<file path="src/rtl/level_pkg.sv">
// Shared types and default constants for the level/lives sequencer.
package level_pkg;

   typedef enum logic [1:0] {
      PLAY  = 2'd0,
      GRACE = 2'd1,
      OVER  = 2'd2
   } level_state_t;

   localparam int LVL_WRAP_COUNT    = 695;
   localparam int LVL_DEFAULT_LIVES = 3;

endpackage

</file>
<file path="src/rtl/level_sequencer_if.sv">
// Bundle between the object-motion/draw logic and the level sequencer.
// master drives the game-side inputs; slave is the sequencer itself.
interface level_sequencer_if #(
   parameter int NUM_LEVELS = 4,
   parameter int COUNT_W    = 11,
   parameter int LIVES      = 3
);
   logic [COUNT_W-1:0]           obj_count;
   logic                         hit;
   logic                         frame_tick;
   logic                         start;
   logic [NUM_LEVELS-1:0]        shapes;
   logic [$clog2(NUM_LEVELS)-1:0] level;
   logic [$clog2(LIVES+1)-1:0]   lives_left;
   logic                         level_up;
   logic                         game_over;

   modport master (
      output obj_count, hit, frame_tick, start,
      input  shapes, level, lives_left, level_up, game_over
   );

   modport slave (
      input  obj_count, hit, frame_tick, start,
      output shapes, level, lives_left, level_up, game_over
   );
endinterface

</file>
<file path="src/rtl/count_wrap_detect.sv">
// Rising-edge detector on the obstacle position counter: pass_o is high for
// the single cycle in which obj_count first equals WRAP_COUNT.
module count_wrap_detect #(
   parameter int COUNT_W    = 11,
   parameter int WRAP_COUNT = 695
) (
   input  logic               clk,
   input  logic               reset,
   input  logic [COUNT_W-1:0] obj_count_i,
   output logic               pass_o
);

   logic [COUNT_W-1:0] prev_q;

   // previous-cycle copy of the position counter
   always_ff @(posedge clk) begin
      if (reset) prev_q <= '0;
      else       prev_q <= obj_count_i;
   end

   assign pass_o = (obj_count_i == COUNT_W'(WRAP_COUNT)) &&
                   (prev_q != COUNT_W'(WRAP_COUNT));

endmodule

</file>
<file path="src/rtl/level_sequencer.sv">
// Level/lives controller for the obstacle game. Counts obstacle passes,
// advances one-hot levels, and (with LEVEL_LIVES_EN defined) tracks lives
// with a post-hit grace window and a game-over state.
//
// state | meaning
// PLAY  | normal play, hits accepted
// GRACE | post-hit immunity, counts frame_tick down to 0
// OVER  | no lives left, waits for start
module level_sequencer
   import level_pkg::*;
#(
   parameter int NUM_LEVELS       = 4,
   parameter int COUNT_W          = 11,
   parameter int WRAP_COUNT       = LVL_WRAP_COUNT,
   parameter int PASSES_PER_LEVEL = 1,
   parameter int LIVES            = LVL_DEFAULT_LIVES,
   parameter int GRACE_FRAMES     = 60
) (
   input logic              clk,
   input logic              reset,
   level_sequencer_if.slave bus
);

   localparam int LVL_W = $clog2(NUM_LEVELS);
   localparam int PC_W  = (PASSES_PER_LEVEL > 1) ? $clog2(PASSES_PER_LEVEL) : 1;
   localparam int LIV_W = $clog2(LIVES+1);
   localparam int GR_W  = (GRACE_FRAMES > 0) ? $clog2(GRACE_FRAMES+1) : 1;

   level_state_t     state_q, state_d;
   logic [LVL_W-1:0] level_q, level_d;
   logic [PC_W-1:0]  pass_cnt_q, pass_cnt_d;
   logic [LIV_W-1:0] lives_q, lives_d;
   logic [GR_W-1:0]  grace_q, grace_d;
   logic             level_up_q, level_up_d;

   logic             pass;
   logic [LVL_W-1:0] adv_level;
   logic [PC_W-1:0]  adv_cnt;
   logic             adv_up;
   logic [NUM_LEVELS-1:0] shapes_c;

   count_wrap_detect #(
      .COUNT_W    (COUNT_W),
      .WRAP_COUNT (WRAP_COUNT)
   ) u_wrap (
      .clk         (clk),
      .reset       (reset),
      .obj_count_i (bus.obj_count),
      .pass_o      (pass)
   );

   // effect of one counted pass on level/pass counter
   always_comb begin
      adv_cnt   = pass_cnt_q + PC_W'(1);
      adv_level = level_q;
      adv_up    = 1'b0;
      if (pass_cnt_q == PC_W'(PASSES_PER_LEVEL-1)) begin
         adv_cnt = '0;
         if (level_q < LVL_W'(NUM_LEVELS-1)) begin
            adv_level = level_q + LVL_W'(1);
            adv_up    = 1'b1;
         end
      end
   end

   // next-state logic; a hit in PLAY always beats a simultaneous pass
   always_comb begin
      state_d    = state_q;
      level_d    = level_q;
      pass_cnt_d = pass_cnt_q;
      lives_d    = lives_q;
      grace_d    = grace_q;
      level_up_d = 1'b0;
`ifdef LEVEL_LIVES_EN
      case (state_q)
         PLAY: begin
            if (bus.hit) begin
               pass_cnt_d = '0;
               lives_d    = lives_q - LIV_W'(1);
               if (lives_q == LIV_W'(1)) begin
                  state_d = OVER;
               end else if (GRACE_FRAMES > 0) begin
                  state_d = GRACE;
                  grace_d = GR_W'(GRACE_FRAMES);
               end
            end else if (pass) begin
               level_d    = adv_level;
               pass_cnt_d = adv_cnt;
               level_up_d = adv_up;
            end
         end
         GRACE: begin
            if (pass) begin
               level_d    = adv_level;
               pass_cnt_d = adv_cnt;
               level_up_d = adv_up;
            end
            if (grace_q == '0) begin
               state_d = PLAY;
            end else if (bus.frame_tick) begin
               grace_d = grace_q - GR_W'(1);
               if (grace_q == GR_W'(1)) state_d = PLAY;
            end
         end
         OVER: begin
            if (bus.start) begin
               state_d    = PLAY;
               level_d    = '0;
               pass_cnt_d = '0;
               lives_d    = LIV_W'(LIVES);
            end
         end
         default: state_d = PLAY;
      endcase
`else
      if (bus.hit) begin
         level_d    = '0;
         pass_cnt_d = '0;
      end else if (pass) begin
         level_d    = adv_level;
         pass_cnt_d = adv_cnt;
         level_up_d = adv_up;
      end
`endif
   end

   // state and counter registers
   always_ff @(posedge clk) begin
      if (reset) begin
         state_q    <= PLAY;
         level_q    <= '0;
         pass_cnt_q <= '0;
         lives_q    <= LIV_W'(LIVES);
         grace_q    <= '0;
         level_up_q <= 1'b0;
      end else begin
         state_q    <= state_d;
         level_q    <= level_d;
         pass_cnt_q <= pass_cnt_d;
         lives_q    <= lives_d;
         grace_q    <= grace_d;
         level_up_q <= level_up_d;
      end
   end

   // one-hot level decode, blanked in OVER
   always_comb begin
      shapes_c = '0;
      if (state_q != OVER) shapes_c[level_q] = 1'b1;
   end

   assign bus.shapes   = shapes_c;
   assign bus.level    = level_q;
   assign bus.level_up = level_up_q;
`ifdef LEVEL_LIVES_EN
   assign bus.lives_left = lives_q;
   assign bus.game_over  = (state_q == OVER);
`else
   logic unused_inputs;
   assign unused_inputs  = bus.frame_tick ^ bus.start ^ (|lives_q);
   assign bus.lives_left = LIV_W'(LIVES);
   assign bus.game_over  = 1'b0;
`endif

endmodule

</file>
<file path="src/flat_wrapper.sv">
// flat-port wrapper written by rule: the top's interface ports become plain ports
module level_sequencer_flat import level_pkg::*;
#(
   parameter int NUM_LEVELS       = 4,
   parameter int COUNT_W          = 11,
   parameter int WRAP_COUNT       = LVL_WRAP_COUNT,
   parameter int PASSES_PER_LEVEL = 1,
   parameter int LIVES            = LVL_DEFAULT_LIVES,
   parameter int GRACE_FRAMES     = 60
)
  (clk, reset, bus_obj_count, bus_hit, bus_frame_tick, bus_start, bus_shapes, bus_level, bus_lives_left, bus_level_up, bus_game_over);
  level_sequencer_if #(.NUM_LEVELS(NUM_LEVELS), .COUNT_W(COUNT_W), .LIVES(LIVES)) bus_i ();
  input logic clk;
  input logic reset;
  input wire logic [$bits(bus_i.obj_count)-1:0] bus_obj_count;
  input wire logic [$bits(bus_i.hit)-1:0] bus_hit;
  input wire logic [$bits(bus_i.frame_tick)-1:0] bus_frame_tick;
  input wire logic [$bits(bus_i.start)-1:0] bus_start;
  output wire logic [$bits(bus_i.shapes)-1:0] bus_shapes;
  output wire logic [$bits(bus_i.level)-1:0] bus_level;
  output wire logic [$bits(bus_i.lives_left)-1:0] bus_lives_left;
  output wire logic [$bits(bus_i.level_up)-1:0] bus_level_up;
  output wire logic [$bits(bus_i.game_over)-1:0] bus_game_over;
  assign bus_i.obj_count = bus_obj_count;
  assign bus_i.hit = bus_hit;
  assign bus_i.frame_tick = bus_frame_tick;
  assign bus_i.start = bus_start;
  assign bus_shapes = bus_i.shapes;
  assign bus_level = bus_i.level;
  assign bus_lives_left = bus_i.lives_left;
  assign bus_level_up = bus_i.level_up;
  assign bus_game_over = bus_i.game_over;
  level_sequencer #(.NUM_LEVELS(NUM_LEVELS), .COUNT_W(COUNT_W), .WRAP_COUNT(WRAP_COUNT), .PASSES_PER_LEVEL(PASSES_PER_LEVEL), .LIVES(LIVES), .GRACE_FRAMES(GRACE_FRAMES)) u_core (.clk(clk), .reset(reset), .bus(bus_i));
endmodule
</file>
<file path="config.mk">
export PLATFORM = sky130hd
export DESIGN_NAME = level_sequencer_flat
export DESIGN_NICKNAME = d
export VERILOG_FILES = /design/src/rtl/level_pkg.sv /design/src/rtl/level_sequencer_if.sv /design/src/rtl/count_wrap_detect.sv /design/src/rtl/level_sequencer.sv /design/src/flat_wrapper.sv
export SDC_FILE = /design/constraint.sdc
export NUM_CORES = 1
export LEC_CHECK = 0
export ABC_CLOCK_PERIOD_IN_PS = 2600
export BUFFER_PORTS_ARGS = -buffer_cell sky130_fd_sc_hd__buf_2
export CELL_PAD_IN_SITES_DETAIL_PLACEMENT = 1
export CELL_PAD_IN_SITES_GLOBAL_PLACEMENT = 1
export CORE_MARGIN = 2
export CORE_UTILIZATION = 34
export DETAILED_ROUTE_END_ITERATION = 8
export GPL_ROUTABILITY_DRIVEN = 0
export PLACE_DENSITY = 0.78
export SYNTH_ARGS = -nofsm -noshare
export SYNTH_HDL_FRONTEND = slang
export SYNTH_SLANG_ARGS = --single-unit
</file>
<file path="constraint.sdc">
create_clock -name clk -period 2.6 [get_ports clk]
set_input_delay 0.39 -clock clk [delete_from_list [all_inputs] [get_ports clk]]
set_output_delay 0.39 -clock clk [all_outputs]
set_load 0.01 [all_outputs]
</file>
==> results.md <==
Status:
- The run finished with clean final reports.

Clock network:
- Once the clock tree was built, the resizer swapped 0 gates to a different size.
- Clock-pin slew was measured on the worst setup and hold paths at 0.08 ns.
- The total clock buffers created by CTS is 3.
- No sink is reached through more buffers than the 2 on the longest clock path.
- Hold repair after CTS inserted 0 buffers.
- The TritonCTS clock tree is done.
- CTS placed an instance of sky130_fd_sc_hd__clkbuf_4 at the clock tree root.
- The number of setup buffers added after CTS is 0.
- The H-tree depth is 1.
- The clock insertion delay at the later pin of the skew report is 0.27 ns.
- The count of clock tree sinks is 14.

Synth:
- Yosys printed 0 warnings.
- The sequential area share after synthesis is 49.78%.
- The number of distinct standard cells referenced by the synthesized netlist is 16.
- Counting flops with a built-in enable in the synthesized netlist gives 0.
- After synthesis, the share of flip-flops with an asynchronous set or reset is 0%.
- The area of the mapped netlist is approximately 560 sq um.
- The number of register bits inferred by synthesis is 14.
- The library cell with the largest summed area after synthesis is sky130_fd_sc_hd__dfxtp_1.
- Each instance of the synthesized netlist takes up on average 10.43 sq um.
- The most used flip-flop cell after synthesis is sky130_fd_sc_hd__dfxtp_1.
- The area fraction of the dominant cell type after synthesis is 49.78%.
- By area the synthesized netlist is led by sky130_fd_sc_hd__dfxtp_1 50%, sky130_fd_sc_hd__nor2b_1 13%, sky130_fd_sc_hd__ha_1 8.9%, sky130_fd_sc_hd__buf_4 4.0%, sky130_fd_sc_hd__and4b_1 3.6%.
- The number of cells produced by synthesis is 54.

Die:
- The starting density of the core is 36.95%.
- The initialized floorplan defines 14 standard-cell rows.
- The region available for standard cell placement spans 1524 sq um.
- The floorplan step set the die width to 44.70 um.
- The floorplan step set the die height to 44.70 um.
- The top-level I/O count is 26.
- The die area is 1998 sq um.

Cells and area:
- The final design utilization is between 40% and 50%.
- The top cell types in the final layout, fill and taps aside, are 20 x sky130_fd_sc_hd__buf_2, 14 x sky130_fd_sc_hd__dfxtp_1, 12 x sky130_fd_sc_hd__nor2b_1.
- Compared with the post-synthesis result, the final layout area differs by 23.78%.
- The layout net count is between 90 and 100.
- The antenna diode instance count is 0.
- The finished layout holds between 90 and 100 standard cells, fillers aside.
- The commonest non-fill, non-tap cell in the layout is sky130_fd_sc_hd__buf_2.
- Once layout is done, the placed cells without fillers occupy 696.9 sq um.
- The post-route netlist has 34.67% of its cells at a drive strength greater than 1.

Worst hold path:
- The kind of path behind the tightest hold check is in -> reg.

GRT:
- Entering global routing, the biggest net connects 14 pins.
- The initial antenna violation count came to 0.
- The global-route wire length before repair is 1.835 mm.
- For this run the aggregate overflow at the end of global routing stands at 0.
- Across every metal layer, demand over resource in global routing totals between 10 and 15%.
- The via count of the first global-routing pass is 435.

Worst setup path:
- For the worst setup path, the data required time is 2.21 ns.
- STA classifies the critical path endpoint as an output port.
- The worst setup path category is reg -> out.
- The element type at the critical path start is a flip-flop.
- The peak fanout along the critical path is 5.
- For the worst setup path, the data arrival time is about 1.1 ns.

Timing:
- Derived from the worst setup path, the maximum achievable clock frequency is 672.5 MHz.
- In the final timing run, aggregate negative setup slack is 0 ns.
- For the final database, setup skew stands at between 0.005 and 0.006 ns.
- The final critical path takes up 57.19% of the cycle.
- The smallest clock period supported by the final layout is computed as 1.487 ns.
- The final count of hold timing violations came to 0.
- The number of pins exceeding their max-slew limit in the final report is 0.
- Across all setup checks in the final design, the least slack found is approximately 1.1 ns.
- Setup repair after global routing left no endpoint under its margin.
- The final count of negative-setup-slack endpoints is 0.

Pwr:
- In this run, flip-flops and latches consume 56.0% of the power.
- The total power density per cell area is 577.0 nW/um^2.
- The internal portion of the total power is 322.4 uW.
- In this run, the clock network consumes a little under two fifths of the power.
- For this design the static power due to leakage is 0.0003448 uW.
- IR analysis of the VDD net gives a maximum drop of 0.0001745 V.
- Combinational cells account for 6.7% of the total power.
- Net switching is about a fifth of the power.
- For this design the total switching power over the nets is 79.71 uW.

Job:
- The number of maximum-capacitance constraint violations is 0.

Routing:
- Dividing the detail-routed wire length by the instance count gives roughly 12 um.
- The DRC marker count from the first detailed-route iteration is 2.
- The first detailed-routing pass ran for 3 iterations.
- In the routed layout, each cell is associated on average with a via count of 4.473.
- The remaining number of nets flagged by the antenna check after routing is 0.
- The via count of the routed design is 407.
- The remaining routing DRC violations is 0.
- The routed design has roughly 1.1 mm of wire.

Placed design:
- After detailed placement, the design holds a cell count of 87.
- The minimum setup slack after placement is roughly 1.4 ns.
- The HPWL after detailed placement is just over 900 um.
- The number of I/O port buffers is 20.
- The total cell area at the placement stage is 660.6 sq um.
[critical path: stages, from the launching register on]
cell	delay, ns
sky130_fd_sc_hd__dfxtp_1	0.40
sky130_fd_sc_hd__inv_1	0.10
sky130_fd_sc_hd__ha_1	0.20
sky130_fd_sc_hd__buf_2	0.14
[state kept, by name, summed over array words and instances (netlist names)]
signal / count
u_core.bus.level: 2
u_core.bus.level_up: 1
u_core.u_wrap.prev_q: 11
[kinds of logic (layout without fill, tap and decap cells)]
group / Yosys count / after routing / synth area share (%)
flip-flops: 14 / 14 / 49.78
other: 2 / 3 / 1.334
buffers and inverters: 6 / 26 / 6.000
multiplexers: 2 / 2 / 3.556
adder cells (fa/ha/maj): 4 / 4 / 8.889
AND/OR/NAND/NOR: 26 / 26 / 30.44
[cells in the mapped netlist (2+ instances only)]
library cell               n
sky130_fd_sc_hd__buf_4     3
sky130_fd_sc_hd__dfxtp_1  14
sky130_fd_sc_hd__mux2i_1   2
sky130_fd_sc_hd__nor3_1    2
sky130_fd_sc_hd__nand2_1   5
sky130_fd_sc_hd__conb_1    2
sky130_fd_sc_hd__inv_1     2
sky130_fd_sc_hd__nor2b_1  12
sky130_fd_sc_hd__ha_1      4
sky130_fd_sc_hd__and4b_1   2
[final cells by class]
class / count / area [sq um]
Clock buffer: 4 / 36.28
Timing Repair Buffer: 20 / 100.1
Sequential cell: 14 / 280.3
Multi-Input combinational cell: 35 / 252.7
Inverter: 2 / 7.507
Fill cell: 183 / 827.0
Tap cell: 16 / 20.02
[worst paths after layout]
path	cells after the start	endpoint	start	slack, ns
worst max-delay path	3	bus_shapes[0]	u_core.bus.level[0]	1.11
worst min-delay path	2	u_core.bus.level_up	bus_hit	0.29
worst max register to register	4	u_core.bus.level[1]	u_core.bus.level[0]	1.37
worst min register to register	2	u_core.bus.level[0]	u_core.bus.level[0]	0.52
[stage by stage]
stage | total power, uW | hold WS [ns]
global route | 426.5 | 0.2687
finish | 402.1 | 0.2862
floorplan | 246.7 | 0.4616
CTS | 411.0 | 0.2756
detailed placement | 258.2 | 0.5221
global placement | 256.8 | 0.4986
[power groups by stage]
stage	Sequential (uW)	Combinational [uW]	Clock (uW)
global placement	230	26.8	0
finish	225	27.1	150
floorplan	229	17.3	0
global route	226	30.6	170
CTS	226	27.6	158
detailed placement	231	27.5	0
[routing by layer]
layer  vias up  global-route usage, %  wire length, um
met5         -                      0                0
met4         0                  10.91               20
met3         2                  4.400               52
met2        11                  23.48              561
met1       183                  13.18              458
li1        211                      -                -
No activity file was read; power rests on OpenSTA's default activity.
